**src/rtl/perceptron_trainer.sv**
```systemverilog
// Execute-side training unit: queues lookup snapshots, pops on resolution, trains weights in two stages.
// Optional build macro PERCEPTRON_TRAIN_STATS_EN adds the train_count / flush_count outputs.
module perceptron_trainer #(
   parameter int DEPTH = 4,
   parameter int NW    = 12,
   parameter int WW    = 8,
   parameter int THETA = 37
) (
   input  logic             clk,
   input  logic             reset,
   input  logic             lu_valid,
   output logic             lu_ready,
   input  logic [31:0]      lu_pc,
   input  logic [NW*WW-1:0] lu_weights,
   input  logic [NW-1:0]    lu_ghr,
   input  logic [WW-1:0]    lu_sum,
   input  logic             res_valid,
   input  logic             res_taken,
   output logic             up_valid,
   output logic             up_wren,
   output logic [31:0]      up_pc4,
   output logic [NW*WW-1:0] up_data,
   output logic             up_dir,
   output logic             up_miss,
`ifdef PERCEPTRON_TRAIN_STATS_EN
   output logic [31:0]      train_count,
   output logic [31:0]      flush_count,
`endif
   output logic             err_underflow
);
   localparam int AW = $clog2(DEPTH);
   localparam int PW = AW + 1;
   localparam logic [WW-1:0] W_MAX   = {1'b0, {(WW-1){1'b1}}};
   localparam logic [WW-1:0] W_MIN   = {1'b1, {(WW-1){1'b0}}};
   localparam logic [WW-1:0] W_ONE   = WW'(1);
   localparam logic [WW:0]   THETA_V = (WW+1)'(THETA);

   logic [31:0]      r_q_pc   [DEPTH];
   logic [NW*WW-1:0] r_q_w    [DEPTH];
   logic [NW-1:0]    r_q_ghr  [DEPTH];
   logic [WW-1:0]    r_q_sum  [DEPTH];
   logic             r_q_pred [DEPTH];
   logic [PW-1:0]    r_rd_ptr;
   logic [PW-1:0]    r_wr_ptr;

   logic             r_s1_valid, r_s1_miss, r_s1_train, r_s1_dir;
   logic [31:0]      r_s1_pc;
   logic [NW*WW-1:0] r_s1_w;
   logic [NW-1:0]    r_s1_ghr;

   logic             r_up_valid, r_up_wren, r_up_dir, r_up_miss, r_err;
   logic [31:0]      r_up_pc4;
   logic [NW*WW-1:0] r_up_data;

   logic [AW-1:0]    w_head, w_tail;
   logic             w_empty, w_full, w_pop, w_miss, w_flush, w_push, w_train;
   logic [WW-1:0]    w_sum;
   logic [WW:0]      w_sum_abs;
   logic [NW*WW-1:0] w_new_w;

   assign w_head  = r_rd_ptr[AW-1:0];
   assign w_tail  = r_wr_ptr[AW-1:0];
   assign w_empty = (r_wr_ptr == r_rd_ptr);
   assign w_full  = (r_wr_ptr[AW] != r_rd_ptr[AW]) && (w_tail == w_head);
   assign w_pop   = res_valid & ~w_empty;
   assign w_miss  = r_q_pred[w_head] ^ res_taken;
   assign w_flush = w_pop & w_miss;
   // A pop frees a slot in the same cycle, so a full queue still accepts a push alongside it.
   assign w_push  = lu_valid & (~w_full | w_pop) & ~w_flush;
   assign w_sum   = r_q_sum[w_head];
   assign w_sum_abs = w_sum[WW-1] ? ({1'b0, ~w_sum} + (WW+1)'(1)) : {1'b0, w_sum};
   assign w_train = w_miss | (w_sum_abs <= THETA_V);

   always_ff @(posedge clk) begin
      if (w_push) begin
         r_q_pc[w_tail]   <= lu_pc;
         r_q_w[w_tail]    <= lu_weights;
         r_q_ghr[w_tail]  <= lu_ghr;
         r_q_sum[w_tail]  <= lu_sum;
         r_q_pred[w_tail] <= ~lu_sum[WW-1];
      end
   end

   always_ff @(posedge clk) begin
      if (reset) begin
         r_rd_ptr <= '0;
         r_wr_ptr <= '0;
         r_err    <= 1'b0;
      end else begin
         if (w_pop)
            r_rd_ptr <= r_rd_ptr + PW'(1);
         // Younger entries behind a mispredicted branch are wrong-path: drop them all.
         if (w_flush)
            r_wr_ptr <= r_rd_ptr + PW'(1);
         else if (w_push)
            r_wr_ptr <= r_wr_ptr + PW'(1);
         if (res_valid & w_empty)
            r_err <= 1'b1;
      end
   end

   for (genvar gi = 0; gi < NW; gi++) begin : g_weight
      logic [WW-1:0] w_old;
      logic          w_up;
      assign w_old = r_s1_w[gi*WW +: WW];
      assign w_up  = (r_s1_ghr[gi] == r_s1_dir);
      assign w_new_w[gi*WW +: WW] = !r_s1_train ? w_old :
                                    w_up ? ((w_old == W_MAX) ? w_old : w_old + W_ONE) :
                                           ((w_old == W_MIN) ? w_old : w_old - W_ONE);
   end

   always_ff @(posedge clk) begin
      if (reset) begin
         r_s1_valid <= 1'b0;
         r_s1_miss  <= 1'b0;
         r_s1_train <= 1'b0;
         r_s1_dir   <= 1'b0;
         r_s1_pc    <= '0;
         r_s1_w     <= '0;
         r_s1_ghr   <= '0;
         r_up_valid <= 1'b0;
         r_up_wren  <= 1'b0;
         r_up_dir   <= 1'b0;
         r_up_miss  <= 1'b0;
         r_up_pc4   <= '0;
         r_up_data  <= '0;
      end else begin
         r_s1_valid <= w_pop;
         if (w_pop) begin
            r_s1_miss  <= w_miss;
            r_s1_train <= w_train;
            r_s1_dir   <= res_taken;
            r_s1_pc    <= r_q_pc[w_head];
            r_s1_w     <= r_q_w[w_head];
            r_s1_ghr   <= r_q_ghr[w_head];
         end
         r_up_valid <= r_s1_valid;
         r_up_wren  <= r_s1_valid & r_s1_train;
         r_up_dir   <= r_s1_valid & r_s1_dir;
         r_up_miss  <= r_s1_valid & r_s1_miss;
         r_up_pc4   <= r_s1_valid ? (r_s1_pc + 32'd4) : '0;
         r_up_data  <= r_s1_valid ? w_new_w : '0;
      end
   end

`ifdef PERCEPTRON_TRAIN_STATS_EN
   logic [31:0]   r_train_count, r_flush_count;
   logic [PW-1:0] w_count;
   assign w_count = r_wr_ptr - r_rd_ptr;

   always_ff @(posedge clk) begin
      if (reset) begin
         r_train_count <= '0;
         r_flush_count <= '0;
      end else begin
         if (r_s1_valid & r_s1_train)
            r_train_count <= r_train_count + 32'd1;
         // Discarded entries are those behind the popped head.
         if (w_flush)
            r_flush_count <= r_flush_count + 32'(w_count - PW'(1));
      end
   end

   assign train_count = r_train_count;
   assign flush_count = r_flush_count;
`endif

   assign lu_ready      = ~w_full;
   assign up_valid      = r_up_valid;
   assign up_wren       = r_up_wren;
   assign up_pc4        = r_up_pc4;
   assign up_data       = r_up_data;
   assign up_dir        = r_up_dir;
   assign up_miss       = r_up_miss;
   assign err_underflow = r_err;
endmodule

```
**config.mk**
```make
export PLATFORM = sky130hd
export DESIGN_NAME = perceptron_trainer
export DESIGN_NICKNAME = d
export VERILOG_FILES = /design/src/rtl/perceptron_trainer.sv
export SDC_FILE = /design/constraint.sdc
export NUM_CORES = 1
export LEC_CHECK = 0
export CORE_UTILIZATION = 53
export CTS_CLUSTER_DIAMETER = 40
export DETAILED_ROUTE_END_ITERATION = 16
export PLACE_DENSITY = 0.76
export SLEW_MARGIN = 25
export SYNTH_ARGS = -nofsm -noshare
export SYNTH_HDL_FRONTEND = slang
export SYNTH_SLANG_ARGS = --single-unit
```
**constraint.sdc**
```tcl
create_clock -name clk -period 5.9 [get_ports clk]
set_input_delay 1.18 -clock clk [delete_from_list [all_inputs] [get_ports clk]]
set_output_delay 1.18 -clock clk [all_outputs]
set_load 0.01 [all_outputs]
```
==> flow_summary.html <==
<table>
<tr><th>Metric</th><th>Value</th></tr>
<tr><th colspan="2">Final layout</th></tr>
<tr><td>Number of inserted filler cells in the final layout</td><td>just under 5000</td></tr>
<tr><td>Number of nets in the final layout</td><td>roughly 3200</td></tr>
<tr><td>Area of all sequential standard cells</td><td>around 0.024 mm²</td></tr>
<tr><td>Layout Utilization</td><td>between 60% and 70%</td></tr>
<tr><td>Top library cells by usage in the layout, fill and taps aside</td><td>596 x sky130_fd_sc_hd__edfxtp_1, 390 x sky130_fd_sc_hd__nand2_1, 285 x sky130_fd_sc_hd__clkdlybuf4s50_1</td></tr>
<tr><td>Finished Cell Area</td><td>0.04429 mm²</td></tr>
<tr><td>Layout overhead on the synthesized area</td><td>20.10%</td></tr>
<tr><td>Most common cell after layout, fill and taps aside</td><td>sky130_fd_sc_hd__edfxtp_1</td></tr>
<tr><td>Non-filler cells, final</td><td>4018</td></tr>
<tr><td>Layout cell share with drive strength beyond 1</td><td>approximately 14%</td></tr>
<tr><td>Multi-input gate area</td><td>0.01215 mm²</td></tr>
<tr><th colspan="2">Floorplanning</th></tr>
<tr><td>Number of cell rows</td><td>96</td></tr>
<tr><td>Number of I/O pins</td><td>about 290</td></tr>
<tr><td>Die Y</td><td>around 270 µm</td></tr>
<tr><td>DIE WIDTH</td><td>265.8 µm</td></tr>
<tr><td>Starting density of the core</td><td>53.68%</td></tr>
<tr><td>Total core area</td><td>around 0.069 mm²</td></tr>
<tr><td>Die Footprint</td><td>0.07064 mm²</td></tr>
<tr><th colspan="2">Clocking</th></tr>
<tr><td>Clock Latency Late Sink</td><td>~0.66 ns</td></tr>
<tr><td>TritonCTS clock tree</td><td>yes</td></tr>
<tr><td>CTS Hold Buffers Added</td><td>0</td></tr>
<tr><td>Clock edge transition at the registers on the reported setup and hold paths</td><td>0.06 ns</td></tr>
<tr><td>Resized Gates After CTS</td><td>0</td></tr>
<tr><td>CTS Sinks</td><td>between 800 and 900</td></tr>
<tr><td>Buffers inserted by post-CTS timing repair</td><td>0</td></tr>
<tr><td>Number of buffers between clock root and the deepest sink</td><td>3</td></tr>
<tr><td>Num CTS Buffers</td><td>between 100 and 150</td></tr>
<tr><td># H-tree levels</td><td>3</td></tr>
<tr><td>Clock root buffer</td><td>sky130_fd_sc_hd__clkbuf_16</td></tr>
<tr><th colspan="2">Outcome</th></tr>
<tr><td>Status</td><td>complete, no violations</td></tr>
<tr><th colspan="2">Drt</th></tr>
<tr><td>Remaining design rule violation count</td><td>0</td></tr>
<tr><td>WL per Instance</td><td>roughly 23 µm</td></tr>
<tr><td>DRT antenna net count</td><td>0</td></tr>
<tr><td>Via count</td><td>24170</td></tr>
<tr><td>Aggregate routed wire length</td><td>about 92 mm</td></tr>
<tr><td>First-pass iteration count of the detailed router</td><td>6</td></tr>
<tr><td>Initial DRC Count</td><td>2239</td></tr>
<tr><td>Vias per inst</td><td>roughly 6</td></tr>
<tr><th colspan="2">Power and ir drop</th></tr>
<tr><td>Sequential group share of total power</td><td>40.5%</td></tr>
<tr><td>Net switching power of the design</td><td>approximately 7.5 mW</td></tr>
<tr><td>Combinational fraction of design power</td><td>around 28%</td></tr>
<tr><td>Net switching fraction of the power</td><td>about a third</td></tr>
<tr><td>Cell leakage power</td><td>approximately 14 nW</td></tr>
<tr><td>PnR Total Power</td><td>around 22 mW</td></tr>
<tr><td>Peak ir drop on the vdd network</td><td>a little over 0.5 mV</td></tr>
<tr><td>Cell Int Power</td><td>14.60 mW</td></tr>
<tr><td>Part of the total power dissipated in the clock network</td><td>roughly a third</td></tr>
<tr><td>Pwr Density</td><td>between 400 and 500 mW/mm²</td></tr>
<tr><th colspan="2">Timing</th></tr>
<tr><td>Period utilisation layout</td><td>approximately two thirds</td></tr>
<tr><td>Setup slack of the critical path after layout</td><td>about 2 ns</td></tr>
<tr><td>Final period demand of the worst path</td><td>slightly below 4 ns</td></tr>
<tr><td>Headroom to the max-slew limit</td><td>a little under a third</td></tr>
<tr><td>Unrepaired setup endpoints after global routing</td><td>false</td></tr>
<tr><td>Maximum clock rate</td><td>257.9 MHz</td></tr>
<tr><td>Setup skew after layout</td><td>roughly 0.022 ns</td></tr>
<tr><td>Final Hold Violating Endpoints</td><td>0</td></tr>
<tr><td>Slew at the pin closest to its max-slew limit</td><td>roughly 1.0 ns</td></tr>
<tr><td>Total negative slack for setup checks</td><td>0 ns</td></tr>
<tr><td>Worst Hold Slack</td><td>approximately 0.47 ns</td></tr>
<tr><td>Max Slew Vio Count</td><td>0</td></tr>
<tr><td>Endpoints failing setup</td><td>0</td></tr>
<tr><th colspan="2">Yosys</th></tr>
<tr><td>Mean post-synth cell area</td><td>between 10 and 15 µm²</td></tr>
<tr><td>Seq/Total Area, Yosys</td><td>64.00%</td></tr>
<tr><td>Fraction of registers with async set/reset</td><td>0%</td></tr>
<tr><td>#FFs+latches synth</td><td>between 800 and 900</td></tr>
<tr><td>Gate count of the mapped netlist</td><td>2755</td></tr>
<tr><td>Syn Nets</td><td>2951</td></tr>
<tr><td>Post-synthesis instance area</td><td>around 0.037 mm²</td></tr>
<tr><td>Count of synthesis-stage warnings from yosys</td><td>0</td></tr>
<tr><td>Number of library cell types mapped by synthesis</td><td>96</td></tr>
<tr><td>Number of enable-type register cells in the synthesized netlist</td><td>a little under 600</td></tr>
<tr><td>Main synth FF type</td><td>sky130_fd_sc_hd__edfxtp_1</td></tr>
<tr><th colspan="2">Global route</th></tr>
<tr><td>Tot GR Track Use</td><td>between 20% and 30%</td></tr>
<tr><td>Largest net degree at the start of global routing</td><td>about 150</td></tr>
<tr><td>Global-route wire length before repair</td><td>~140 mm</td></tr>
<tr><td>Number of global-route vias before repair</td><td>~24000</td></tr>
<tr><td>Number of antenna violations at the first check in global routing</td><td>17</td></tr>
<tr><td>Total overflow reported by the global router</td><td>0</td></tr>
<tr><th colspan="2">Critical path</th></tr>
<tr><td>Type of destination of the critical path</td><td>output port</td></tr>
<tr><td>Register-to-Register Setup Slack</td><td>about 2.4 ns</td></tr>
<tr><td>Endpoint of the lowest-slack register-to-register path</td><td>r_q_w[1][28]</td></tr>
<tr><td>CP startpoint kind</td><td>register</td></tr>
<tr><td>Critical path arrival</td><td>between 2 and 3 ns</td></tr>
<tr><td>Required time at the worst-slack endpoint</td><td>about 4.7 ns</td></tr>
<tr><td>Length in cells of the worst reg-to-reg path</td><td>5</td></tr>
<tr><td>Peak fanout along the critical path</td><td>28</td></tr>
<tr><td>Type of the worst setup path</td><td>reg2out</td></tr>
<tr><th colspan="2">Place</th></tr>
<tr><td>Placed cell area</td><td>around 0.04 mm²</td></tr>
<tr><td>Final GP Congestion</td><td>around 0.89</td></tr>
<tr><td>Count of buffers inserted at the top-level ports</td><td>around 290</td></tr>
<tr><td>Placed wire-length estimate after detailed placement</td><td>around 58 mm</td></tr>
<tr><td>Count of placed standard cells including taps</td><td>3799</td></tr>
<tr><td>Placement-stage worst setup slack</td><td>around 1.9 ns</td></tr>
<tr><th colspan="2">Min path</th></tr>
<tr><td>Classification of the worst-slack hold path</td><td>reg2reg</td></tr>
<tr><td>WHS Endpoint</td><td>r_s1_pc[1]</td></tr>
<tr><td>Cell depth of the worst hold path</td><td>2</td></tr>
<tr><td>Startpoint of the worst hold path</td><td>r_s1_pc[1]</td></tr>
<tr><th colspan="2">Job</th></tr>
<tr><td>Max-cap violations</td><td>0</td></tr>
</table>
cells by family after synthesis:
group / count (synthesis) / synth area share (%)
AO/OA/AOI/OAI: 560 / 9.737
multiplexers: 182 / 10.04
adder cells (fa/ha/maj): 43 / 1.459
AND/OR/NAND/NOR: 750 / 9.513
flip-flops: 881 / 64.00
buffers and inverters: 264 / 3.155
XOR/XNOR: 75 / 2.097
sequential cells by signal (all words and copies together), names as in the netlist, 3 cells and up, named ones only:
name      count
up_pc4       32
r_q_sum      32
r_q_pc      128
up_data      96
r_q_ghr      48
r_q_pred      4
r_rd_ptr      3
r_s1_w       96
r_wr_ptr      3
r_s1_pc      32
r_q_w       384
r_s1_ghr     12
worst max-delay path, stage by stage (launching register included):
cell and delay [ns]:
sky130_fd_sc_hd__dfxtp_4 0.74, sky130_fd_sc_hd__xor2_1 0.53, sky130_fd_sc_hd__nor2_1 0.12, sky130_fd_sc_hd__nand2_1 0.10
sky130_fd_sc_hd__clkdlybuf4s50_1 0.53
final cells by class:
cell class / instances / area share (%)
Sequential cell: 881 / 53.32
Multi-Input combinational cell: 1610 / 27.42
Timing Repair Buffer: 309 / 7.164
Clock buffer: 132 / 6.805
Tap cell: 931 / 2.630
Clock inverter: 82 / 2.054
Inverter: 69 / 0.5847
Antenna cell: 4 / 0.02260
power groups by stage:
stage / combinational, mW / sequential (mW) / clock, mW
after global placement: 6.03 / 8.97 / 0
after CTS: 6.17 / 8.93 / 7.09
after detailed placement: 6.12 / 9.04 / 0
final: 6.17 / 8.96 / 7.00
after floorplan: 4.99 / 8.48 / 0
after global routing: 6.75 / 9.09 / 7.35
per-layer routing:
layer  GRT usage, %  routed length (µm)
met3          4.150                6371
met2          43.12               45240
met5              0                  78
met1          35.08               37910
met4          8.263                2421
synth_stat cells, types with 9 or more instances:
library cell	count	area [µm²]
sky130_fd_sc_hd__o211a_1	9	90.09
sky130_fd_sc_hd__o21ai_0	109	545.5
sky130_fd_sc_hd__nor3_1	45	225.2
sky130_fd_sc_hd__a21oi_1	235	1176
sky130_fd_sc_hd__ha_1	43	538.0
sky130_fd_sc_hd__o22ai_1	17	106.4
sky130_fd_sc_hd__xnor2_1	45	394.1
sky130_fd_sc_hd__nand2_1	390	1464
sky130_fd_sc_hd__nor4_1	24	150.1
sky130_fd_sc_hd__nor3b_1	9	67.56
sky130_fd_sc_hd__inv_1	66	247.7
sky130_fd_sc_hd__a31oi_1	10	62.56
sky130_fd_sc_hd__mux4_2	149	3356
sky130_fd_sc_hd__mux2i_1	22	220.2
sky130_fd_sc_hd__edfxtp_1	596	17900
sky130_fd_sc_hd__or3_1	15	93.84
sky130_fd_sc_hd__and2_1	14	87.58
sky130_fd_sc_hd__and3_1	15	93.84
sky130_fd_sc_hd__o211ai_1	12	90.09
sky130_fd_sc_hd__nand4_1	26	162.7
sky130_fd_sc_hd__a211oi_1	16	120.1
sky130_fd_sc_hd__a32o_1	15	150.1
sky130_fd_sc_hd__a22oi_1	10	75.07
sky130_fd_sc_hd__dfxtp_1	285	5705
sky130_fd_sc_hd__mux2_2	10	112.6
sky130_fd_sc_hd__clkbuf_1	104	390.4
sky130_fd_sc_hd__buf_2	70	350.3
sky130_fd_sc_hd__o31ai_1	19	142.6
sky130_fd_sc_hd__nand3_1	39	195.2
sky130_fd_sc_hd__nand2b_1	10	62.56
sky130_fd_sc_hd__xor2_1	19	166.4
sky130_fd_sc_hd__nor2_1	111	416.7
sky130_fd_sc_hd__and4_1	15	131.4
worst max path at each step:
| stage | start | endpoint | slack, ns | cells past startpoint |
|---|---|---|---|---|
| 6_report | r_rd_ptr[0] | lu_ready | 2.02 | 4 |
| 5_1_grt | r_rd_ptr[0] | lu_ready | 1.86 | 4 |
| 4_1_cts | r_rd_ptr[0] | lu_ready | 1.96 | 4 |
| 3_5_place_dp | res_valid | r_s1_w[28] | 1.91 | 6 |
| 3_3_place_gp | res_valid | r_s1_ghr[3] | 1.98 | 6 |
| 2_1_floorplan | res_valid | r_q_ghr[0][0] | 0.28 | 4 |
Note: power is estimated with default switching activity, not from simulation.
